File: src/rtl/fifo_puerto.sv
// Synchronous show-ahead FIFO for one arbiter port; head word is visible combinationally from registered state.
// Optional sticky overflow/underflow flag enabled by defining FIFO_PUERTO_ERR_EN.
module fifo_puerto #(
  parameter int FIFO_WORD_SIZE  = 10,
  parameter int FIFO_DEPTH      = 8,
  parameter int ADDR_WIDTH      = 3,
  parameter int ALMOST_FULL_TH  = 6,
  parameter int ALMOST_EMPTY_TH = 2
) (
  input  logic                      clk,
  input  logic                      reset,
  input  logic                      push,
  input  logic [FIFO_WORD_SIZE-1:0] data_in,
  input  logic                      pop,
  output logic [FIFO_WORD_SIZE-1:0] data_out,
  output logic                      empty,
  output logic                      full,
  output logic                      almost_full,
  output logic                      almost_empty,
  output logic [ADDR_WIDTH:0]       count,
  output logic                      error
);

  localparam logic [ADDR_WIDTH:0] DEPTH_C = (ADDR_WIDTH+1)'(FIFO_DEPTH);
  localparam logic [ADDR_WIDTH:0] AF_C    = (ADDR_WIDTH+1)'(ALMOST_FULL_TH);
  localparam logic [ADDR_WIDTH:0] AE_C    = (ADDR_WIDTH+1)'(ALMOST_EMPTY_TH);

  logic [FIFO_WORD_SIZE-1:0] mem [FIFO_DEPTH];
  logic [ADDR_WIDTH-1:0]     wr_ptr;
  logic [ADDR_WIDTH-1:0]     rd_ptr;
  logic                      pop_ok;
  logic                      push_ok;

  // A push into a full FIFO is still taken when the head leaves in the same cycle.
  assign pop_ok  = pop && (count != '0);
  assign push_ok = push && ((count != DEPTH_C) || pop_ok);

  always_ff @(posedge clk) begin
    if (reset) begin
      wr_ptr <= '0;
      rd_ptr <= '0;
      count  <= '0;
    end else begin
      if (push_ok) wr_ptr <= wr_ptr + 1'b1;
      if (pop_ok)  rd_ptr <= rd_ptr + 1'b1;
      if (push_ok && !pop_ok)      count <= count + 1'b1;
      else if (pop_ok && !push_ok) count <= count - 1'b1;
    end
  end

  // Storage is deliberately left out of reset.
  always_ff @(posedge clk) begin
    if (!reset && push_ok) mem[wr_ptr] <= data_in;
  end

  assign data_out     = (count != '0) ? mem[rd_ptr] : '0;
  assign empty        = (count == '0);
  assign full         = (count == DEPTH_C);
  assign almost_full  = (count >= AF_C);
  assign almost_empty = (count <= AE_C);

`ifdef FIFO_PUERTO_ERR_EN
  logic error_q;

  always_ff @(posedge clk) begin
    if (reset) error_q <= 1'b0;
    else if ((push && !push_ok) || (pop && !pop_ok)) error_q <= 1'b1;
  end

  assign error = error_q;
`else
  assign error = 1'b0;
`endif

endmodule

File: config.mk
export PLATFORM = sky130hd
export DESIGN_NAME = fifo_puerto
export DESIGN_NICKNAME = d
export VERILOG_FILES = /design/src/rtl/fifo_puerto.sv
export SDC_FILE = /design/constraint.sdc
export NUM_CORES = 1
export LEC_CHECK = 0
export CAP_MARGIN = 10
export CORE_ASPECT_RATIO = 0.6
export CORE_MARGIN = 1
export CORE_UTILIZATION = 45
export DETAILED_ROUTE_END_ITERATION = 7
export GPL_TIMING_DRIVEN = 0
export PLACE_DENSITY_LB_ADDON = 0.1
export RECOVER_POWER = 25
export SYNTH_ARGS = -nofsm -noshare
export SYNTH_HDL_FRONTEND = slang
export SYNTH_SLANG_ARGS = --single-unit
File: constraint.sdc
create_clock -name clk -period 7.13 [get_ports clk]
set_input_delay 2.139 -clock clk [delete_from_list [all_inputs] [get_ports clk]]
set_output_delay 2.139 -clock clk [all_outputs]
set_load 0.02 [all_outputs]
==> metrics.md <==
| Metric | Value |
|---|---|
| Port bufs | `31` |
| HPWL after detailed placement | `4712 um` |
| Floorplan Core Area | `0.007945 mm^2` |
| Vias in the first global route | `1877` |
| GRT overflow | `0` |
| Synthesis-stage register bit count | `93` |
| Synth top cells by count | `80 x edfxtp_1, 23 x nor2_1, 20 x mux4_2` |
| Tightest Pin Transition | `1.176 ns` |
| # setup viols final | `0` |
| Fill cells | `648` |
| RR Endpoint | `count[3]` |
| IO Count | `33` |
| Hold Vio Cnt, Final | `0` |
| DP Area | `0.004248 mm^2` |
| Area leader, netlist | `edfxtp_1` |
| Die Wd | `119.5 um` |
| Worst skew pair latency | `0.33 ns` |
| Share of the synthesized area in the top cell type | `64.43%` |
| Status | `finished clean` |
| Min-delay src | `wr_ptr[0]` |
| Critical path endpoint | `data_out[1]` |
| Residual DRC | `0` |
| Worst hold slack | `0.5366 ns` |
| FP Rows | `25` |
| Worst Hold Class | `reg2reg` |
| CTS Hold Buffers Added | `0` |
| Leakage | `1.476 nW` |
| Main synth FF type | `edfxtp_1` |
| Final instance area | `0.004539 mm^2` |
| Clock sink count | `93` |
| Drt initial violations | `118` |
| Mapped Avg Cell Area | `18.28 um^2` |
| Layout cells sized above 1 | `21.96%` |
| Worst vdd ir | `0.1951 mV` |
| RSZ-0062 raised after global routing | `false` |
| Yosys cell types | `34` |
| Critical-path maximum fanout | `10` |
| CTS tree | `built` |
| Netlist Area Pre-Place | `0.003729 mm^2` |
| DR vias | `1915` |
| Die H | `72.51 um` |
| Worst reg2reg setup slack | `4.26 ns` |
| Die area | `0.008666 mm^2` |
| Vias/cell | `5.275` |
| Critical Path RT | `4.99 ns` |
| Number of enable flip-flop cells after synthesis | `80` |
| Kind of end point of the critical path | `output pin` |
| Pwr dens | `351.8 mW/mm^2` |
| Fin util | `57.13%` |
| Post-CTS Resized | `0` |
| Yosys warnings | `0` |
| WL/cell | `19.07 um` |
| Finished Layout Cells | `363` |
| Startpoint types | `flip-flop` |
| Final wirelength | `6924 um` |
| Achievable Freq | `0.2157 GHz` |
| GRT Util Overall | `18.33%` |
| Nets | `270` |
| Post-synthesis sequential area ratio | `71.41%` |
| Routability Congestion | `0.7299` |
| Worst hold stages | `2` |
| Dpl ws | `2.544 ns` |
| CP arrival | `2.50 ns` |
| Largest net degree at the start of global routing | `16` |
| Fin crit period | `4.636 ns` |
| Initial antenna violation count | `0` |
| DP Cell Count | `347` |
| Reg2reg start | `count[0]` |
| Clock Skew | `0.004228 ns` |
| PnR worst setup slack | `2.494 ns` |
| ANT nets after route | `0` |
| Final setup TNS | `0 ns` |
| Slew Limit Fails | `0` |
| Post-CTS setup buffers | `0` |
| Global-route wire length before repair | `11070 um` |
| Num CTS Buffers | `9` |
| Total power after layout | `1.597 mW` |
| Max_cap viols | `0` |
| Synth-to-Final Area Change | `21.74%` |
| Final period util | `65.02%` |
| Worst r2r path cells | `10` |
| 1st-pass router iterations | `4` |
| Count leader, synth | `edfxtp_1` |
| Initial Utilization | `46.93%` |
| Synth top area cells | `edfxtp_1 64%, mux4_2 12%, dfxtp_1 7.0%` |
| Max Root-Sink Buffers | `2` |
| Rel. slew slack | `21.32%` |
| Mapped Cells | `204` |
| Root Driver | `clkbuf_16` |
| Post-synthesis net count | `224` |
| CTS H-Tree Depth | `3` |
| Async set-reset flop share out of synthesis | `0%` |
| Critical path type | `reg2out` |
| Clock transition at path regs | `0.06 ns` |
| ANT cells | `0` |
## logic make-up after synthesis
group | synth area share (%)
AO/OA/AOI/OAI | 2.081
XOR/XNOR | 1.174
adder cells (fa/ha/maj) | 2.215
buffers and inverters | 1.476
flip-flops | 71.41
multiplexers | 15.60
other | 0.1006
AND/OR/NAND/NOR | 5.939
## where the power goes
group	total [mW]	leakage (nW)	switching [mW]	internal (mW)
Combinational	0.491	0.502	0.250	0.241
Clock	0.461	0.145	0.191	0.269
Sequential	0.645	0.829	0.0265	0.618
Total	1.60	1.48	0.468	1.13
## flip-flops by register name, summed over array words and instances, names as in the netlist, named ones only
register / cells
rd_ptr: 3
mem: 80
wr_ptr: 3
count: 4
## cell type report
type / count / area [um^2] / area share, %
Multi-Input combinational cell: 98 / 1044 / 22.99
Clock buffer: 9 / 225.2 / 4.961
Clock inverter: 7 / 66.31 / 1.461
Inverter: 3 / 11.26 / 0.2481
Timing Repair Buffer: 35 / 351.6 / 7.745
Buffer: 10 / 43.79 / 0.9647
Sequential cell: 93 / 2663 / 58.65
Tap cell: 108 / 135.1 / 2.977
## layer usage
| metal | up-vias | GRT usage (%) | wire, um |
|---|---|---|---|
| met3 | 7 | 5.425 | 195 |
| li1 | 888 | - | - |
| met1 | 992 | 27.57 | 3686 |
| met2 | 28 | 25.63 | 2973 |
| met4 | 0 | 5.833 | 69 |
| met5 | - | 0 | 0 |
## critical path, stage by stage, from the launching register on
cell	delay [ns]
dfxtp_1	0.32
clkbuf_1	0.62
mux4_2	0.36
mux2i_1	0.07
nor2_1	0.17
clkdlybuf4s50_1	0.63
## cell usage in the layout, fill, tap and decap left out, drive strengths merged
master / netlist / final
nor3: 4 / 4
ha: 5 / 5
nand3: 1 / 1
xor2: 4 / 4
clkinv: 0 / 5
nand2: 4 / 4
dlygate4sd3: 0 / 7
nor4: 3 / 3
a21oi: 4 / 4
fa: 1 / 1
nor2b: 1 / 1
nand2b: 4 / 4
o211ai: 1 / 1
o21ai: 1 / 1
clkinvlp: 0 / 1
edfxtp: 80 / 80
nand3b: 2 / 2
xnor2: 1 / 1
buf: 4 / 8
mux2i: 12 / 12
dfxtp: 13 / 13
or4b: 1 / 1
a211oi: 2 / 2
conb: 1 / 1
clkbuf: 6 / 15
inv: 3 / 3
a31oi: 1 / 1
a21o: 1 / 1
clkdlybuf4s50: 0 / 24
mux2: 1 / 1
nor2: 23 / 23
bufinv: 0 / 1
mux4: 20 / 20
## how the worst min path moves through the flow
stage | endpoint | slack (ns)
after global routing | wr_ptr[0] | 0.57
after global placement | wr_ptr[0] | 0.50
after floorplan | wr_ptr[0] | 0.48
final | wr_ptr[0] | 0.54
after detailed placement | wr_ptr[0] | 0.53
after CTS | wr_ptr[0] | 0.54
Power figures use the tool's default switching activity.
